[config.mk]
export PLATFORM = sky130hd
export DESIGN_NAME = phase_sweep_scheduler
export DESIGN_NICKNAME = d
export VERILOG_FILES = /design/src/rtl/phase_sweep_scheduler.sv
export SDC_FILE = /design/constraint.sdc
export NUM_CORES = 1
export LEC_CHECK = 0
export CORE_ASPECT_RATIO = 0.7
export CORE_MARGIN = 3
export CORE_UTILIZATION = 45
export CTS_BUF_LIST = sky130_fd_sc_hd__clkbuf_4
export DETAILED_ROUTE_END_ITERATION = 10
export PLACE_DENSITY = 0.67
export SLEW_MARGIN = 0
export SYNTH_ARGS = -nofsm -noshare
export SYNTH_HDL_FRONTEND = slang
export SYNTH_SLANG_ARGS = --single-unit
[constraint.sdc]
create_clock -name clock -period 4.38 [get_ports clock]
set_input_delay 1.095 -clock clock [delete_from_list [all_inputs] [get_ports clock]]
set_output_delay 1.095 -clock clock [all_outputs]
set_load 0.01 [all_outputs]
[src/rtl/phase_sweep_scheduler.sv]
`default_nettype none
// ============================================================================
// phase_sweep_scheduler : steps a calibration FSM's phase shift across a range,
// collecting a fixed number of trigger edges at each step.   Revision 1.0
// ============================================================================
module phase_sweep_scheduler #(
   parameter int SHIFT_W = 16,
   parameter int CNT_W   = 16
) (
   input  logic               clock,
   input  logic               reset_signal,
   input  logic               sweep_start,
   input  logic               sweep_abort,
   input  logic [SHIFT_W-1:0] shift_first,
   input  logic [SHIFT_W-1:0] shift_last,
   input  logic [SHIFT_W-1:0] shift_step,
   input  logic [CNT_W-1:0]   triggers_per_step,
   input  logic [CNT_W-1:0]   settle_cycles,
   input  logic               trigger_in,
   output logic               fsm_reset,
   output logic               fsm_start,
   output logic [SHIFT_W-1:0] phase_shift,
   output logic               busy,
   output logic               step_done,
   output logic               sweep_done,
   output logic [CNT_W-1:0]   step_index,
   output logic [2:0]         sched_state
);

   typedef enum logic [2:0] {
      S_IDLE   = 3'd0,
      S_LOAD   = 3'd1,
      S_SETTLE = 3'd2,
      S_ARM    = 3'd3,
      S_COUNT  = 3'd4,
      S_NEXT   = 3'd5,
      S_DONE   = 3'd6
   } state_t;

   localparam logic [CNT_W-1:0]   CNT_ONE   = 1;
   localparam logic [SHIFT_W-1:0] SHIFT_ONE = 1;

   state_t             state_q, state_d;
   logic [SHIFT_W-1:0] cur_q, cur_d;
   logic [SHIFT_W-1:0] last_q, last_d;
   logic [SHIFT_W-1:0] step_q, step_d;
   logic [CNT_W-1:0]   k_q, k_d;
   logic [CNT_W-1:0]   settle_q, settle_d;
   logic [CNT_W-1:0]   settle_cnt_q, settle_cnt_d;
   logic [CNT_W-1:0]   trig_cnt_q, trig_cnt_d;
   logic [CNT_W-1:0]   step_index_q, step_index_d;
   logic [SHIFT_W-1:0] phase_shift_q, phase_shift_d;
   logic               trig_prev_q, trig_prev_d;
   logic               fsm_reset_q, fsm_reset_d;
   logic               fsm_start_q, fsm_start_d;
   logic               busy_q, busy_d;
   logic               step_done_q, step_done_d;
   logic               sweep_done_q, sweep_done_d;

   logic               trig_edge;
   logic [CNT_W-1:0]   trig_cnt_inc;
   logic [SHIFT_W:0]   next_sum;

   assign trig_edge    = trigger_in & ~trig_prev_q;
   assign trig_cnt_inc = trig_cnt_q + CNT_ONE;
   // One extra bit so a step past the top of the range cannot wrap back in.
   assign next_sum     = {1'b0, cur_q} + {1'b0, step_q};

   always_comb begin
      state_d       = state_q;
      cur_d         = cur_q;
      last_d        = last_q;
      step_d        = step_q;
      k_d           = k_q;
      settle_d      = settle_q;
      settle_cnt_d  = settle_cnt_q;
      trig_cnt_d    = trig_cnt_q;
      step_index_d  = step_index_q;
      phase_shift_d = phase_shift_q;
      trig_prev_d   = trigger_in;
      fsm_reset_d   = 1'b0;
      fsm_start_d   = 1'b0;
      step_done_d   = 1'b0;
      sweep_done_d  = 1'b0;

      case (state_q)
         S_IDLE: begin
            if (sweep_start && !sweep_abort) begin
               cur_d        = shift_first;
               last_d       = shift_last;
               step_d       = (shift_step == '0) ? SHIFT_ONE : shift_step;
               k_d          = (triggers_per_step == '0) ? CNT_ONE : triggers_per_step;
               settle_d     = (settle_cycles == '0) ? CNT_ONE : settle_cycles;
               step_index_d = '0;
               fsm_reset_d  = 1'b1;
               if (shift_first > shift_last) begin
                  state_d      = S_DONE;
                  sweep_done_d = 1'b1;
               end else begin
                  state_d       = S_LOAD;
                  phase_shift_d = shift_first;
               end
            end
         end
         S_LOAD: begin
            settle_cnt_d = settle_q;
            state_d      = S_SETTLE;
         end
         S_SETTLE: begin
            if (settle_cnt_q <= CNT_ONE) begin
               state_d     = S_ARM;
               fsm_start_d = 1'b1;
            end else begin
               settle_cnt_d = settle_cnt_q - CNT_ONE;
            end
         end
         S_ARM: begin
            trig_cnt_d = '0;
            state_d    = S_COUNT;
         end
         S_COUNT: begin
            if (trig_edge) begin
               trig_cnt_d = trig_cnt_inc;
               if (trig_cnt_inc == k_q) begin
                  step_done_d = 1'b1;
                  state_d     = S_NEXT;
               end
            end
         end
         S_NEXT: begin
            fsm_reset_d = 1'b1;
            if (next_sum > {1'b0, last_q}) begin
               state_d      = S_DONE;
               sweep_done_d = 1'b1;
            end else begin
               cur_d         = next_sum[SHIFT_W-1:0];
               phase_shift_d = next_sum[SHIFT_W-1:0];
               step_index_d  = step_index_q + CNT_ONE;
               state_d       = S_LOAD;
            end
         end
         S_DONE: begin
            state_d = S_IDLE;
         end
         default: begin
            state_d = S_IDLE;
         end
      endcase

      // Abort wins over whatever the active state decided this cycle.
      if (sweep_abort && (state_q != S_IDLE)) begin
         state_d       = S_IDLE;
         cur_d         = cur_q;
         phase_shift_d = phase_shift_q;
         step_index_d  = step_index_q;
         fsm_reset_d   = 1'b1;
         fsm_start_d   = 1'b0;
         step_done_d   = 1'b0;
         sweep_done_d  = 1'b0;
      end

      busy_d = (state_d != S_IDLE);
   end

   always_ff @(posedge clock) begin
      if (reset_signal) begin
         state_q       <= S_IDLE;
         cur_q         <= '0;
         last_q        <= '0;
         step_q        <= '0;
         k_q           <= '0;
         settle_q      <= '0;
         settle_cnt_q  <= '0;
         trig_cnt_q    <= '0;
         step_index_q  <= '0;
         phase_shift_q <= '0;
         trig_prev_q   <= 1'b0;
         fsm_reset_q   <= 1'b0;
         fsm_start_q   <= 1'b0;
         busy_q        <= 1'b0;
         step_done_q   <= 1'b0;
         sweep_done_q  <= 1'b0;
      end else begin
         state_q       <= state_d;
         cur_q         <= cur_d;
         last_q        <= last_d;
         step_q        <= step_d;
         k_q           <= k_d;
         settle_q      <= settle_d;
         settle_cnt_q  <= settle_cnt_d;
         trig_cnt_q    <= trig_cnt_d;
         step_index_q  <= step_index_d;
         phase_shift_q <= phase_shift_d;
         trig_prev_q   <= trig_prev_d;
         fsm_reset_q   <= fsm_reset_d;
         fsm_start_q   <= fsm_start_d;
         busy_q        <= busy_d;
         step_done_q   <= step_done_d;
         sweep_done_q  <= sweep_done_d;
      end
   end

   assign fsm_reset   = fsm_reset_q;
   assign fsm_start   = fsm_start_q;
   assign phase_shift = phase_shift_q;
   assign busy        = busy_q;
   assign step_done   = step_done_q;
   assign sweep_done  = sweep_done_q;
   assign step_index  = step_index_q;
   assign sched_state = state_q;

endmodule
`default_nettype wire

==> results by group, run 1 <==
Clocking
  – Clock Path Buffers: 2
  – H-tree levels: 4
  – Cts bufs inserted: 17
  – Clock transition at the registers of the reported paths: between 0.1 and 0.15 ns
  – CTS Root Cell: clkbuf_4
  – Num Clock Sinks: between 150 and 200
  – Hold_buf cts: 0
  – CTS tree: yes
  – Worst-Skew Late Latency: roughly 0.58 ns

Power and ir drop
  – Static leakage: approximately 4.1 nW
  – Power Internal: around 0.0022 W
  – Power Density: 304 nW/µm²
  – NetSw: between 0.001 and 0.0015 W
  – Sw frac: 0.334
  – Clock power frac: 0.251
  – Comb pwr share: 0.277
  – Sequential Power Share: 0.472
  – Worst VDD drop: approximately 140 µV

Logic synthesis
  – Cell count after synthesis: approximately 1100
  – Top post-synthesis cells by count: nand2_1 (226), dfxtp_1 (153), a21oi_1 (138)
  – Register area share after synthesis: 0.360
  – Count leader, synth: nand2_1
  – Net count after synthesis: roughly 1300
  – Post-synth EDFFs: 0
  – Synth area leader: dfxtp_1
  – Top_reg_cell synth: dfxtp_1
  – Ys Warns: 0
  – Fraction of registers with async set or reset after synthesis: 0
  – Synth cell types: 64
  – Synth top area cells: dfxtp_1 (36%), nand2_1 (10%), a21oi_1 (8.1%)
  – Post-synth top area share: 0.360
  – Synth Area per Inst: 7.64 µm²
  – Synthesis-stage register bit count: around 150
  – Synth Cell Area: 8520 µm²

STA
  – Final Hold Violating Endpoints: 0
  – RSZ-0062 raised after global routing: yes
  – Setup violators final: 3
  – Setup ws final: -0.0347 ns
  – Pins Over Slew Limit: 0
  – Setup TNS: -0.0845 ns
  – Worst-Margin Slew: approximately 0.98 ns
  – FMAX: ~0.23 GHz
  – Max-slew headroom: 0.343
  – Final period util: 1.01
  – Min Tclk post-route: 4.41 ns
  – Clk_skew: 0.0212 ns

Setup path
  – Critical R2R Launch: cur_q[1]
  – Cells on worst reg2reg path: 18
  – CP max FO: 8
  – Arrival @ worst endpoint: slightly below 5 ns
  – Worst R2R End: step_index[15]
  – CP Capture Type: flop
  – Critical Path Start Type: flop
  – Data required, critical path: 4.89 ns
  – Crit path kind: flop to flop
  – Worst reg2reg setup slack: -0.03 ns

GRT
  – Antenna violations before repair: 0
  – Pin count of the biggest net entering global routing: 57
  – First-pass GRT wire length: just under 40000 µm
  – Busiest grt layer: met1
  – M3 GR Usage: 0.0430
  – Met2 GRT Util: 0.332
  – Total gr overflow: 0
  – Global-route met1 utilization: 0.371
  – Vias in the first global route: between 7000 and 8000
  – Gr usage total: 0.237

Die
  – Core ar.: 18300 µm²
  – DIE HEIGHT: between 100 and 150 µm
  – Rows: between 40 and 50
  – Ports: about 130
  – Initial Utilization: 0.465
  – Width of the die: approximately 170 µm
  – Die area: between 20000 and 25000 µm²

Cells and area
  – Non-filler instance count after layout: roughly 1500
  – Area Overhead vs Synth: 25.0%
  – Finished Core Util: 0.581
  – ANT cells: 0
  – Nets: between 1000 and 1500
  – Share of cells above drive strength 1: 0.0958
  – Register Area: 3070 µm²
  – Filler cell count: about 1700
  – Area occupied by multi-input gates: roughly 5200 µm²

Min path
  – Min-Delay Endpoint: last_q[5]
  – Hold_sp: last_q[5]
  – WHS Path Cells: 2
  – Min-delay worst type: flop to flop

Routing
  – Routed Antenna Nets: 0
  – Wire per inst: between 15 and 20 µm
  – Final WL: 24600 µm
  – Residual DRC: 0
  – Routed vias/inst: 5.56
  – Number of DRC markers in iteration 0: about 830
  – DRT Pass-1 Iters: 5
  – Vias: approximately 8300

Placement
  – Port bufs: ~120
  – Placed insts: approximately 1500
  – Pre-CTS setup slack: -0.0318 ns
  – Dpl hpwl: between 15000 and 20000 µm
  – RD Place Congestion: ~0.9

Run status
  – Failing checks: setup timing
  – Status: finished, violations left

Run
  – Max-Cap Viols: 0
==> layout make-up <==
class                           instances  area share
Multi-Input combinational cell        860       0.488
Sequential cell                       153       0.288
Timing Repair Buffer                  174       0.158
Tap cell                              236      0.0277
Inverter                               44      0.0155
Clock buffer                           18      0.0127
Clock inverter                         14     0.00999
==> power groups by stage <==
| stage | Combinational (W) | Clock, W | Sequential [W] |
|---|---|---|---|
| 6_report | 0.000897 | 0.000813 | 0.00153 |
| 5_1_grt | 0.000987 | 0.000882 | 0.00154 |
| 4_1_cts | 0.000799 | 0.000834 | 0.00153 |
| 3_5_place_dp | 0.000794 | 0 | 0.00156 |
| 3_3_place_gp | 0.000785 | 0 | 0.00155 |
| 2_1_floorplan | 0.000484 | 0 | 0.00154 |
==> placed cells by master (no fill, tap or decap), drive strengths merged, types with 8 or more instances in the layout <==
cell type,instances
clkdlybuf4s50,123
xnor2,19
and3,8
or4,9
nor3,19
nand2b,9
nand3,24
ha,52
or3,17
a22oi,10
a21oi,138
a21o,12
nand2,226
buf,51
inv,46
clkbuf,18
nor4,19
o21ai,64
nand4,11
dfxtp,153
nor2,77
clkinv,8
a211oi,19
mux2i,13
xor2,13
==> kinds of logic (layout without fill, tap and decap cells) <==
family                   count (synthesis)  count (layout)  synth area share
multiplexers                            17              17            0.0206
AND/OR/NAND/NOR                        453             453             0.245
adder cells (fa/ha/maj)                 53              53            0.0787
buffers and inverters                  103             250            0.0463
flip-flops                             153             153             0.360
XOR/XNOR                                32              32            0.0329
AO/OA/AOI/OAI                          304             305             0.217
==> layer usage <==
layer,vias up,share of wire,wire (µm)
met5,-,0,0
met4,0,0.013,310
met3,25,0.064,1580
met2,271,0.39,9690
met1,3820,0.53,13000
li1,4216,-,-
==> what timing repair did <==
item / 4_1_cts / 5_1_grt
setup buffers: 0 / 8
gates resized for setup: 2 / 34
pin swaps: 1 / 24
endpoints found under the setup margin: 14 / 51
gates cloned: 0 / 2
==> stage by stage <==
stage | instance area, µm² | hold WS (ns) | power [W]
3_5_place_dp | 10200 | 0.446 | 0.00235
2_1_floorplan | 8520 | 0.433 | 0.00203
4_1_cts | 10400 | 0.463 | 0.00316
3_3_place_gp | 10200 | 0.442 | 0.00234
5_1_grt | 10600 | 0.479 | 0.00341
6_report | 10600 | 0.463 | 0.00324
==> worst max-delay path by stage <==
stage	end	slack, ns	startpoint	depth (start not counted)
5_1_grt	step_index[15]	-0.20	cur_q[1]	18
2_1_floorplan	step_index[10]	0.08	cur_q[1]	18
4_1_cts	step_index[14]	0.007	cur_q[1]	18
6_report	step_index[15]	-0.03	cur_q[1]	18
3_5_place_dp	step_index[15]	-0.03	cur_q[1]	17
3_3_place_gp	step_index[15]	-0.03	cur_q[0]	16
==> critical path, cell delays in order, from the launching register on <==
cell and delay, ns:
dfxtp_2 0.34, ha_1 0.30, a211o_1 0.33, a2111oi_2 0.31, buf_4 0.18, o21a_1 0.17, nor2_2 0.07, a21oi_2 0.18
xnor2_2 0.15, ha_1 0.27, nand4_1 0.14, nor2_1 0.06, a211o_1 0.24, o31a_1 0.27, a2111oi_4 0.36, buf_4 0.22
o21ai_4 0.10, or4_4 0.54, a21oi_2 0.12
No activity file was read; power rests on OpenSTA's default activity.
==> inputs of run 2 (changes only) <==
Settings changed: GPL_TIMING_DRIVEN set to 0.
==> results by group, run 2 (synthesized netlist as in run 1, its figures left out) <==
Clocking
  – Num Clock Sinks: 153 (unchanged)
  – H-tree levels: 4 (unchanged)
  – Hold_buf cts: 0 (unchanged)
  – Worst-Skew Late Latency: 0.59 ns (was 0.58 ns)
  – CTS tree: yes (unchanged)
  – Clock Path Buffers: 2 (unchanged)
  – CTS Root Cell: clkbuf_4 (unchanged)
  – Cts bufs inserted: 17 (unchanged)
  – Clock transition at the registers of the reported paths: 0.13 ns (about the same)

Placement
  – RD Place Congestion: 0.920 (was 0.891)
  – Dpl hpwl: 20800 µm (was 18000 µm)
  – Port bufs: 124 (unchanged)
  – Pre-CTS setup slack: -0.949 ns (was -0.0318 ns)

Setup path
  – CP Capture Type: flop (unchanged)
  – Slowest cell on the critical path: a2111oi_4 (was or4_4)
  – Arrival @ worst endpoint: 5.06 ns (was 4.92 ns)
  – Worst Path Buf+Inv: 3 (was 2)
  – Crit path kind: flop to flop (unchanged)
  – Most frequent cell on the critical path: a21oi_2
  – CP max FO: 9 (was 8)
  – Worst reg2reg setup slack: -0.16 ns (was -0.03 ns)
  – Critical Path Start Type: flop (unchanged)
  – Slowest stage delay, CP: 0.42 ns (was 0.54 ns)
  – Data required, critical path: 4.90 ns (was 4.89 ns)
  – Crit path cell chain: ha_4 > a211o_1 > a2111oi_4 > o21a_1 > nor2_2 > a21oi_2 > xnor2_2 > ha_1 > buf_4 > o211ai_1 > a21oi_2 > o31a_1 > a2111oi_4 > buf_6 > o21ai_4 > buf_6 > or3_4 > a21oi_2 (was ha_1 > a211o_1 > a2111oi_2 > buf_4 > o21a_1 > nor2_2 > a21oi_2 > xnor2_2 > ha_1 > nand4_1 > nor2_1 > a211o_1 > o31a_1 > a2111oi_4 > buf_4 > o21ai_4 > or4_4 > a21oi_2)
  – Cell family with most CP delay: compound AO/OA/AOI/OAI gates (unchanged)

Run status
  – Status: finished, violations left (unchanged)
  – Failing checks: setup timing (unchanged)

Cells and area
  – Share of cells above drive strength 1: 0.104 (was 0.0958)
  – Commonest cells after routing, fill and taps aside: nand2_1 (226), dfxtp_1 (148), a21oi_1 (129) (was nand2_1 (225), dfxtp_1 (150), a21oi_1 (134))
  – Most common cell after layout, fill and taps aside: nand2_1 (unchanged)
  – Nets: 1424 (was 1388)
  – Register Area: 3070 µm² (about the same)
  – Area occupied by multi-input gates: 5370 µm² (was 5200 µm²)
  – Filler cell count: 1703 (was 1745)
  – Area Overhead vs Synth: 28.3% (was 25.0%)

Routing
  – Routed vias/inst: 5.78 (was 5.56)
  – Routed Antenna Nets: 0 (unchanged)
  – Residual DRC: 0 (unchanged)
  – Wire per inst: 18.3 µm (was 16.4 µm)
  – Number of DRC markers in iteration 0: 695 (was 829)
  – Final WL: 28100 µm (was 24600 µm)
  – Vias: 8876 (was 8332)
  – DRT Pass-1 Iters: 5 (unchanged)

STA
  – RSZ-0062 raised after global routing: yes (unchanged)
  – FMAX: 0.220 GHz (was 0.227 GHz)
  – Pins Over Slew Limit: 0 (unchanged)
  – Final period util: 1.04 (was 1.01)
  – Max-slew headroom: 0.0491 (was 0.343)
  – WHS: 0.465 ns (was 0.463 ns)
  – Setup TNS: -4.09 ns (was -0.0845 ns)
  – Setup ws final: -0.157 ns (was -0.0347 ns)
  – Setup violators final: 42 (was 3)
  – Min Tclk post-route: 4.54 ns (was 4.41 ns)
  – Worst-Margin Slew: 1.42 ns (was 0.976 ns)
  – Clk_skew: 0.0258 ns (was 0.0212 ns)
  – Final Hold Violating Endpoints: 0 (unchanged)

Power and ir drop
  – NetSw: 0.00113 W (was 0.00108 W)
  – Pwr Total: 0.00331 W (was 0.00324 W)
  – Sequential Power Share: 0.460 (was 0.472)
  – Power Density: 303 nW/µm² (was 304 nW/µm²)
  – Worst VDD drop: 139 µV (was 137 µV)
  – Clock power frac: 0.247 (was 0.251)
  – Power Internal: 0.00218 W (was 0.00216 W)
  – Comb pwr share: 0.294 (was 0.277)
  – Static leakage: 4.17 nW (was 4.14 nW)
  – Sw frac: 0.343 (was 0.334)

Run
  – Max-Cap Viols: 0 (unchanged)

GRT
  – Pin count of the biggest net entering global routing: 17 (was 57)
  – Total gr overflow: 0 (unchanged)
  – Vias in the first global route: 7995 (was 7598)
  – Gr usage total: 0.265 (was 0.237)
  – First-pass GRT wire length: 42600 µm (was 39200 µm)
  – Antenna violations before repair: 1 (was 0)

Die
  – Initial Utilization: 0.465 (unchanged)
  – DIE HEIGHT: 121 µm (unchanged)
  – Ports: 125 (unchanged)
  – Rows: 41 (unchanged)
  – Width of the die: 170 µm (unchanged)
  – Die area: 20600 µm² (unchanged)
  – Core ar.: 18300 µm² (unchanged)

Min path
  – Min-delay worst type: flop to flop (unchanged)
-- run 2: tightest hold or removal path, cell delays in order, from the launching register on --
cell	delay [ns]
dfxtp_1	0.33
nand2_1	0.05
a21oi_1	0.05
-- run 2: final cells by class --
| type | instances | area share |
|---|---|---|
| multi-input combinational | 859 | 0.491 |
| sequential | 153 | 0.281 |
| timing repair buffer | 152 | 0.138 |
| tap | 236 | 0.0270 |
| buffer | 59 | 0.0255 |
| inverter | 44 | 0.0151 |
| clock buffer | 18 | 0.0124 |
| clock inverter | 14 | 0.00996 |
| antenna | 1 | 0.000229 |
-- run 2: metal layers --
layer	up-vias	GRT usage	wire length, µm
li1	4278	-	-
met1	4203	0.409	14000
met2	355	0.369	11300
met3	40	0.0583	2310
met4	0	0.0653	493
met5	-	0	0
-- run 2: worst paths after layout --
path                            startpoint              to  cells past startpoint
worst max-delay path              cur_q[1]  step_index[10]                     18
worst min-delay path             last_q[1]       last_q[1]                      2
worst max register to register    cur_q[1]  step_index[10]                     18
worst min register to register   last_q[1]       last_q[1]                      2
-- run 2: through the flow --
stage	instances	utilization	area, µm²
3_3_place_gp	1475	0.549	10100
4_1_cts	1525	0.579	10600
3_5_place_dp	1475	0.549	10100
6_report	1536	0.597	10900
2_1_floorplan	1115	-	8520
5_1_grt	1536	0.597	10900
-- run 2: what timing repair did --
item                                    4_1_cts  5_1_grt
endpoints found under the hold margin         0        0
setup buffers                                18        8
endpoints found under the setup margin       53       51
gates cloned                                  0        3
gates resized for setup                      40       62
pin swaps                                    22       50
-- run 2: power groups by stage --
stage | Sequential, W | Clock (W) | Combinational, W
global placement | 0.00155 | 0 | 0.000779
global route | 0.00153 | 0.000877 | 0.00106
floorplan | 0.00154 | 0 | 0.000484
CTS | 0.00152 | 0.000823 | 0.000874
finish | 0.00152 | 0.000816 | 0.000972
detailed placement | 0.00155 | 0 | 0.000790
